==> config.mk <==
export PLATFORM = sky130hd
export DESIGN_NAME = pipe_hazard_ctrl_flat
export DESIGN_NICKNAME = d
export VERILOG_FILES = /design/src/rtl/pipe_hazard_ctrl_if.sv /design/src/rtl/pipe_hazard_ctrl.sv /design/src/flat_wrapper.sv
export SDC_FILE = /design/constraint.sdc
export NUM_CORES = 1
export LEC_CHECK = 0
export BUFFER_PORTS_ARGS = -buffer_cell sky130_fd_sc_hd__buf_2
export CORE_AREA = 2 2 87 89
export CTS_CLUSTER_SIZE = 16
export DETAILED_ROUTE_END_ITERATION = 8
export DIE_AREA = 0 0 89 91
export GPL_ROUTABILITY_DRIVEN = 0
export PLACE_DENSITY = 0.71
export SLEW_MARGIN = 30
export SYNTH_ARGS = -nofsm -noshare
export SYNTH_HDL_FRONTEND = slang
export SYNTH_SLANG_ARGS = --single-unit
==> constraint.sdc <==
create_clock -name clk -period 1.83 [get_ports clk]
set_clock_uncertainty 0.05 [all_clocks]
set_input_delay 0.183 -clock clk [delete_from_list [all_inputs] [get_ports clk]]
set_output_delay 0.183 -clock clk [all_outputs]
set_load 0.01 [all_outputs]
==> src/rtl/pipe_hazard_ctrl_if.sv <==
// ============================================================================
// Module      : pipe_hazard_ctrl_if
// Description : ID-stage hazard request and control-response bundle.
// Revision    : 1.0
// ============================================================================
`default_nettype none

interface pipe_hazard_ctrl_if #(
  parameter int REG_AW = 5,
  parameter int SEL_W  = 2,
  parameter int CNT_W  = 16
);
  logic              id_valid;
  logic [REG_AW-1:0] id_rs;
  logic [REG_AW-1:0] id_rt;
  logic              id_rs_used;
  logic              id_rt_used;
  logic              id_is_store;
  logic              id_is_load;
  logic              id_wen;
  logic [REG_AW-1:0] id_waddr;
  logic              id_branch_taken;
  logic              mem_busy;

  logic [SEL_W-1:0]  fwd_a_sel;
  logic [SEL_W-1:0]  fwd_b_sel;
  logic              fwd_store;
  logic              if_en;
  logic              id_en;
  logic              exe_en;
  logic              mem_en;
  logic              wb_en;
  logic              id_flush;
  logic              exe_flush;
  logic [CNT_W-1:0]  load_stall_cnt;
  logic [CNT_W-1:0]  mem_stall_cnt;

  modport master (
    output id_valid, id_rs, id_rt, id_rs_used, id_rt_used, id_is_store,
           id_is_load, id_wen, id_waddr, id_branch_taken, mem_busy,
    input  fwd_a_sel, fwd_b_sel, fwd_store, if_en, id_en, exe_en, mem_en,
           wb_en, id_flush, exe_flush, load_stall_cnt, mem_stall_cnt
  );

  modport slave (
    input  id_valid, id_rs, id_rt, id_rs_used, id_rt_used, id_is_store,
           id_is_load, id_wen, id_waddr, id_branch_taken, mem_busy,
    output fwd_a_sel, fwd_b_sel, fwd_store, if_en, id_en, exe_en, mem_en,
           wb_en, id_flush, exe_flush, load_stall_cnt, mem_stall_cnt
  );
endinterface

`default_nettype wire

==> src/rtl/pipe_hazard_ctrl.sv <==
// ============================================================================
// Module      : pipe_hazard_ctrl
// Description : Shadow-scoreboard forwarding/stall/flush controller with
//               saturating stall counters. Optional single-step debug freeze
//               is enabled by defining HAZARD_DEBUG_STEP_EN.
// Revision    : 1.0
// ============================================================================
`default_nettype none

module pipe_hazard_ctrl #(
  parameter int REG_AW           = 5,
  parameter int NUM_FWD          = 3,
  parameter int LOAD_READY_STAGE = 2,
  parameter int CNT_W            = 16,
  parameter int SEL_W            = 2
) (
  input  logic clk,
  input  logic rst_n,
`ifdef HAZARD_DEBUG_STEP_EN
  input  logic debug_en,
  input  logic debug_step,
`endif
  pipe_hazard_ctrl_if.slave bus
);

  typedef struct packed {
    logic              vld;
    logic [REG_AW-1:0] wa;
    logic              ld;
  } rec_t;

  rec_t             r_rec [1:NUM_FWD];
  logic             r_run;
  logic [CNT_W-1:0] r_load_cnt;
  logic [CNT_W-1:0] r_mem_cnt;

  logic             w_a_hit, w_a_ld, w_b_hit, w_b_ld;
  logic [SEL_W-1:0] w_a_k, w_b_k;
  logic             w_a_block, w_b_block, w_store_ok, w_load_stall;
  logic             w_dbg_hold, w_freeze, w_cnt_ok;

`ifdef HAZARD_DEBUG_STEP_EN
  logic r_dbg_step_q;

  always_ff @(posedge clk or negedge rst_n) begin
    if (!rst_n) r_dbg_step_q <= 1'b0;
    else        r_dbg_step_q <= debug_step;
  end

  // A rising debug_step lets exactly one cycle through the freeze.
  assign w_dbg_hold = debug_en & ~(debug_step & ~r_dbg_step_q);
`else
  assign w_dbg_hold = 1'b0;
`endif

  // Descending scan so the youngest matching producer wins.
  always_comb begin
    w_a_hit = 1'b0;
    w_a_ld  = 1'b0;
    w_a_k   = '0;
    w_b_hit = 1'b0;
    w_b_ld  = 1'b0;
    w_b_k   = '0;
    for (int k = NUM_FWD; k >= 1; k--) begin
      if (bus.id_rs_used && (bus.id_rs != '0) && r_rec[k].vld &&
          (r_rec[k].wa == bus.id_rs)) begin
        w_a_hit = 1'b1;
        w_a_ld  = r_rec[k].ld;
        w_a_k   = SEL_W'(k);
      end
      if (bus.id_rt_used && (bus.id_rt != '0) && r_rec[k].vld &&
          (r_rec[k].wa == bus.id_rt)) begin
        w_b_hit = 1'b1;
        w_b_ld  = r_rec[k].ld;
        w_b_k   = SEL_W'(k);
      end
    end
  end

  assign w_a_block    = w_a_hit & w_a_ld & (int'(w_a_k) < LOAD_READY_STAGE);
  assign w_b_block    = w_b_hit & w_b_ld & (int'(w_b_k) < LOAD_READY_STAGE);
  assign w_store_ok   = bus.id_is_store & w_b_block & ~w_a_block &
                        (int'(w_b_k) == LOAD_READY_STAGE - 1);
  assign w_load_stall = (w_a_block | w_b_block) & ~w_store_ok;

  assign w_freeze = ~r_run | w_dbg_hold | bus.mem_busy;
  assign w_cnt_ok = r_run & ~w_dbg_hold;

  always_comb begin
    bus.if_en     = 1'b0;
    bus.id_en     = 1'b0;
    bus.exe_en    = 1'b0;
    bus.mem_en    = 1'b0;
    bus.wb_en     = 1'b0;
    bus.id_flush  = 1'b0;
    bus.exe_flush = 1'b0;
    bus.fwd_a_sel = w_a_k;
    bus.fwd_b_sel = w_store_ok ? '0 : w_b_k;
    bus.fwd_store = w_store_ok;
    if (!r_run) begin
      bus.id_flush  = 1'b1;
      bus.exe_flush = 1'b1;
      bus.fwd_a_sel = '0;
      bus.fwd_b_sel = '0;
      bus.fwd_store = 1'b0;
    end else if (w_dbg_hold || bus.mem_busy) begin
      bus.if_en = 1'b0;
    end else if (w_load_stall) begin
      bus.exe_en    = 1'b1;
      bus.mem_en    = 1'b1;
      bus.wb_en     = 1'b1;
      bus.exe_flush = 1'b1;
    end else begin
      bus.if_en    = 1'b1;
      bus.id_en    = 1'b1;
      bus.exe_en   = 1'b1;
      bus.mem_en   = 1'b1;
      bus.wb_en    = 1'b1;
      bus.id_flush = bus.id_branch_taken;
    end
  end

  // r_run holds the pipeline in its reset state until the first edge after release.
  always_ff @(posedge clk or negedge rst_n) begin
    if (!rst_n) r_run <= 1'b0;
    else        r_run <= 1'b1;
  end

  always_ff @(posedge clk or negedge rst_n) begin
    if (!rst_n) begin
      for (int k = 1; k <= NUM_FWD; k++) r_rec[k] <= '0;
    end else if (!w_freeze) begin
      for (int k = NUM_FWD; k >= 2; k--) r_rec[k] <= r_rec[k-1];
      if (w_load_stall) begin
        r_rec[1] <= '0;
      end else begin
        r_rec[1].vld <= bus.id_valid & bus.id_wen & (bus.id_waddr != '0);
        r_rec[1].wa  <= bus.id_waddr;
        r_rec[1].ld  <= bus.id_is_load;
      end
    end
  end

  always_ff @(posedge clk or negedge rst_n) begin
    if (!rst_n) begin
      r_load_cnt <= '0;
      r_mem_cnt  <= '0;
    end else if (w_cnt_ok) begin
      if (bus.mem_busy) begin
        if (r_mem_cnt != '1) r_mem_cnt <= r_mem_cnt + 1'b1;
      end else if (w_load_stall) begin
        if (r_load_cnt != '1) r_load_cnt <= r_load_cnt + 1'b1;
      end
    end
  end

  assign bus.load_stall_cnt = r_load_cnt;
  assign bus.mem_stall_cnt  = r_mem_cnt;

endmodule

`default_nettype wire

==> src/flat_wrapper.sv <==
// flat-port wrapper written by rule: the top's interface ports become plain ports
module pipe_hazard_ctrl_flat 
#(
  parameter int REG_AW           = 5,
  parameter int NUM_FWD          = 3,
  parameter int LOAD_READY_STAGE = 2,
  parameter int CNT_W            = 16,
  parameter int SEL_W            = 2
)
  (clk, rst_n, bus_id_valid, bus_id_rs, bus_id_rt, bus_id_rs_used, bus_id_rt_used, bus_id_is_store, bus_id_is_load, bus_id_wen, bus_id_waddr, bus_id_branch_taken, bus_mem_busy, bus_fwd_a_sel, bus_fwd_b_sel, bus_fwd_store, bus_if_en, bus_id_en, bus_exe_en, bus_mem_en, bus_wb_en, bus_id_flush, bus_exe_flush, bus_load_stall_cnt, bus_mem_stall_cnt);
  pipe_hazard_ctrl_if #(.REG_AW(REG_AW), .SEL_W(SEL_W), .CNT_W(CNT_W)) bus_i ();
  input  logic clk;
  input  logic rst_n;
  input wire logic [$bits(bus_i.id_valid)-1:0] bus_id_valid;
  input wire logic [$bits(bus_i.id_rs)-1:0] bus_id_rs;
  input wire logic [$bits(bus_i.id_rt)-1:0] bus_id_rt;
  input wire logic [$bits(bus_i.id_rs_used)-1:0] bus_id_rs_used;
  input wire logic [$bits(bus_i.id_rt_used)-1:0] bus_id_rt_used;
  input wire logic [$bits(bus_i.id_is_store)-1:0] bus_id_is_store;
  input wire logic [$bits(bus_i.id_is_load)-1:0] bus_id_is_load;
  input wire logic [$bits(bus_i.id_wen)-1:0] bus_id_wen;
  input wire logic [$bits(bus_i.id_waddr)-1:0] bus_id_waddr;
  input wire logic [$bits(bus_i.id_branch_taken)-1:0] bus_id_branch_taken;
  input wire logic [$bits(bus_i.mem_busy)-1:0] bus_mem_busy;
  output wire logic [$bits(bus_i.fwd_a_sel)-1:0] bus_fwd_a_sel;
  output wire logic [$bits(bus_i.fwd_b_sel)-1:0] bus_fwd_b_sel;
  output wire logic [$bits(bus_i.fwd_store)-1:0] bus_fwd_store;
  output wire logic [$bits(bus_i.if_en)-1:0] bus_if_en;
  output wire logic [$bits(bus_i.id_en)-1:0] bus_id_en;
  output wire logic [$bits(bus_i.exe_en)-1:0] bus_exe_en;
  output wire logic [$bits(bus_i.mem_en)-1:0] bus_mem_en;
  output wire logic [$bits(bus_i.wb_en)-1:0] bus_wb_en;
  output wire logic [$bits(bus_i.id_flush)-1:0] bus_id_flush;
  output wire logic [$bits(bus_i.exe_flush)-1:0] bus_exe_flush;
  output wire logic [$bits(bus_i.load_stall_cnt)-1:0] bus_load_stall_cnt;
  output wire logic [$bits(bus_i.mem_stall_cnt)-1:0] bus_mem_stall_cnt;
  assign bus_i.id_valid = bus_id_valid;
  assign bus_i.id_rs = bus_id_rs;
  assign bus_i.id_rt = bus_id_rt;
  assign bus_i.id_rs_used = bus_id_rs_used;
  assign bus_i.id_rt_used = bus_id_rt_used;
  assign bus_i.id_is_store = bus_id_is_store;
  assign bus_i.id_is_load = bus_id_is_load;
  assign bus_i.id_wen = bus_id_wen;
  assign bus_i.id_waddr = bus_id_waddr;
  assign bus_i.id_branch_taken = bus_id_branch_taken;
  assign bus_i.mem_busy = bus_mem_busy;
  assign bus_fwd_a_sel = bus_i.fwd_a_sel;
  assign bus_fwd_b_sel = bus_i.fwd_b_sel;
  assign bus_fwd_store = bus_i.fwd_store;
  assign bus_if_en = bus_i.if_en;
  assign bus_id_en = bus_i.id_en;
  assign bus_exe_en = bus_i.exe_en;
  assign bus_mem_en = bus_i.mem_en;
  assign bus_wb_en = bus_i.wb_en;
  assign bus_id_flush = bus_i.id_flush;
  assign bus_exe_flush = bus_i.exe_flush;
  assign bus_load_stall_cnt = bus_i.load_stall_cnt;
  assign bus_mem_stall_cnt = bus_i.mem_stall_cnt;
  pipe_hazard_ctrl #(.REG_AW(REG_AW), .NUM_FWD(NUM_FWD), .LOAD_READY_STAGE(LOAD_READY_STAGE), .CNT_W(CNT_W), .SEL_W(SEL_W)) u_core (.clk(clk), .rst_n(rst_n), .bus(bus_i));
endmodule
==> out/metrics.cfg <==
[timing]
highest_clock_frequency_the_design_can_meet_ghz = 0.456
finalSetupViolations = 32
hold_violations = 0
total_negative_slack_ns = -6.78
finalMaxSlewViolations = 0
final.period_utilization_pct = 120
rsz0062_at_grt = yes
worst_hold_slack_across_all_endpoints_ns = 0.0712
timing.final.ws_setup_ns = -0.364
timing.final.crit_period_ns = 2.19

[setup_path]
worst_ep_required_time_ns = 1.60
timing.critical_path.max_delay_family = simple AND/OR/NAND/NOR gates
end_kind = output port
worstPathCellList = xor2_1 > nor4_2 > nand4b_4 > nand2_2 > and2_4 > o21ai_2 > buf_2
cp.buffers_inverters = 1
cp.arrival_ns = 1.96
path_max_fanout = 5
cp-start-kind = flip-flop
crit_path_max_delay_cell_type = dfrtp_1
worstRegToRegCells = 7
path_class = flip-flop to output port
cp_slowest_stage_delay_ns = 0.42
path_depth = 7

[cells_and_area]
final_cell_count_no_fill = 499
n_antenna_cell = 0
multi_input_comb_area_um2 = 1520
number_of_nets_in_the_layout = 427
drive_gt1_share_pct = 41.3
seqCellArea_um2 = 1300
synthToLayoutAreaGrowth_pct = 37.7
fillCellCount = 675

[synth]
synth_sequential_area_ratio_pct = 46.5
leading_area_contributor_after_synthesis = dfrtp_1
synth.net_count = 306
synth-main-ff-cell = dfrtp_1
synth-compound-area-share_pct = 6.39
synth.area.mux_share_pct = 0.804
ys_top_cells_by_area = dfrtp_1 (46%), xnor2_1 (11%), nand2_1 (8.4%)
synth_async_sr_flop_share_pct = 100
synth_top_family_by_area = simple AND/OR/NAND/NOR gates
yosys.area_share.xor_xnor_pct = 18.8
synth_seq_cells = 52
synthesis.instances = 279
per_instance_average_area_after_synthesis_um2 = 10.0
yosys.cell_count.top_type = nand2_1
synthAdderAreaFrac_pct = 0.894
cell_area_after_synthesis_um2 = 2800
synth_largest_type_area_fraction_pct = 46.5
synth-edff-count = 0
yosys_warnings = 0
synthDistinctLibCells = 41
synth_common_cells = nand2_1 (63), dfrtp_1 (52), xnor2_1 (34), xor2_1 (26), nand3_1 (16)
yosys.area_share.simple_pct = 23.9

[clock_network]
tritoncts.num_buffers = 5
later_pin_clock_latency_in_the_skew_report_ns = 0.30
clkTransAtPathRegs_ns = 0.09
clockBufferDepth = 2
cts_root_buffer = clkbuf_8
num_clock_sinks = 52
cts_tree = yes
cts-htree-levels = 2

[hold_path]
hold_class = primary input to flip-flop
worst_hold_path_cells = 3

[outcome]
status = complete, but fails checks
failed_checks = negative setup slack

[power_and_ir_drop]
lkg_pwr_uw = 0.00198
power.share.combinational_pct = 25.1
p_sw_share_pct = 29.9
power_per_unit_of_standard_cell_area_nw_per_um2 = 755
clock_power_share_pct = 26.7
seq_power_share_pct = 48.2
vdd_ir_drop_max_mv = 0.309
switching_power_of_the_nets_uw = 871
p_int_uw = 2040

[grt]
grt_first_pass_wirelength_um = 12000
via_count_of_the_first_global_routing_pass = 2530
global_route.overflow_total = 0
antenna_found_initial = 0
grtUsageTotal_pct = 18.7
grt_start_max_net_pins = 25

[route]
drt-total-wl_um = 7180
dr_total_vias = 2479
detail-route-antenna-nets = 0
post-route-drc-count = 0
detail_route.first_pass.iterations = 4
detail_route.wl_per_cell_um = 14.4
avgViaCountPerCell = 4.97
dr.first_iter.drc_count = 90

[floorplanning]
dieWidth_um = 89
die-area_um2 = 8100
start_util_pct = 39.2
core_area_um2 = 7140
die_h_um = 91
floorplan.io_pins = 69
num_rows = 31

[job]
maxCapViolations = 0

[placed_design]
dp_hpwl_um = 5280
preCtsSetupSlack_ns = -0.171
placed_cells_incl_taps = 484
place.port_buffers = 68

[layer usage]
layer	share of wire (%)	wire length, um	GRT usage, %
met5	0	0	0
met4	2.5	176	6.09
met3	5.0	360	4.00
met2	48	3450	29.2
met1	44	3190	25.7
[through the flow]
| step | instance area, um2 | total power, uW | util [%] |
|---|---|---|---|
| 2_1_floorplan | 2850 | 1770 | - |
| 3_3_place_gp | 3620 | 2080 | 50.7 |
| 3_5_place_dp | 3620 | 2110 | 50.7 |
| 4_1_cts | 3820 | 2920 | 53.6 |
| 5_1_grt | 3850 | 3070 | 54.0 |
| 6_report | 3850 | 2910 | 54.0 |
[layout by cell type (no fill, tap or decap), types with 4 or more instances in the layout]
cell      netlist  routed
and3_1          7       5
xnor2_1        34      34
buf_6           2       4
nand3_1        16      13
dfrtp_1        52      50
clkbuf_8        0       5
xor2_1         26      26
o21ai_2         8       8
nand4_1        14      14
buf_2           1      65
nand2_1        63      63
buf_4           3      53
[power groups by stage]
stage / Clock, uW / Combinational, uW / Sequential, uW
3_5_place_dp: 0 / 679 / 1430
4_1_cts: 796 / 723 / 1400
5_1_grt: 844 / 804 / 1420
2_1_floorplan: 0 / 302 / 1470
3_3_place_gp: 0 / 661 / 1420
6_report: 777 / 731 / 1400
[cell families (layout without fill, tap and decap cells)]
logic type / count (synthesis) / count (layout)
compound gates: 21 / 21
xor+xnor: 60 / 60
fa+ha+maj: 2 / 2
buf+inv: 12 / 133
flops: 52 / 52
mux: 2 / 2
other cells: 1 / 1
simple gates: 129 / 129
[sequential cells by signal (all words and copies together) (netlist names)]
signal and count:
u_core.r_run 1, u_core.bus.mem_stall_cnt 16, u_core.r_rec 19, u_core.bus.load_stall_cnt 16
[final timing paths]
| check | start | endpoint | slack [ns] |
|---|---|---|---|
| worst max-delay path | u_core.r_rec[18]$_DFFE_PN0P_ | bus_id_flush | -0.36 |
| worst min-delay path | bus_id_waddr[1] | u_core.r_rec[16]$_DFFE_PN0P_ | 0.07 |
| worst max register to register | u_core.r_rec[18]$_DFFE_PN0P_ | u_core.bus.load_stall_cnt[1]$_DFFE_PN0P_ | -0.34 |
| worst min register to register | u_core.bus.mem_stall_cnt[7]$_DFFE_PN0P_ | u_core.bus.mem_stall_cnt[7]$_DFFE_PN0P_ | 0.44 |
| max in group asynchronous | rst_n | u_core.r_rec[13]$_DFFE_PN0P_ | 0.88 |
| min in group asynchronous | rst_n | u_core.bus.load_stall_cnt[7]$_DFFE_PN0P_ | 0.24 |
[worst reg2reg max path: stages (launching register included)]
cell and delay (ns):
dfrtp_1 0.42, xor2_1 0.16, nor4_2 0.38, nand4b_4 0.22, buf_4 0.20, a21oi_4 0.15, buf_12 0.16, mux2_2 0.33
[area by class of cell]
type,count,area share [%]
Multi-Input combinational cell,215,39.4
Sequential cell,52,33.8
Timing Repair Buffer,124,20.7
Tap cell,99,3.21
Clock buffer,6,1.88
Clock inverter,1,0.779
Inverter,2,0.195
[what timing repair did]
item | 4_1_cts | 5_1_grt
pin swaps | 10 | 9
gates resized for setup | 10 | 5
endpoints found under the setup margin | 32 | 34
buffers inserted | 7 | 1
hold buffers | 1 | 0
hold endpoints to repair | 11 | 0
Power figures use the tool's default switching activity.
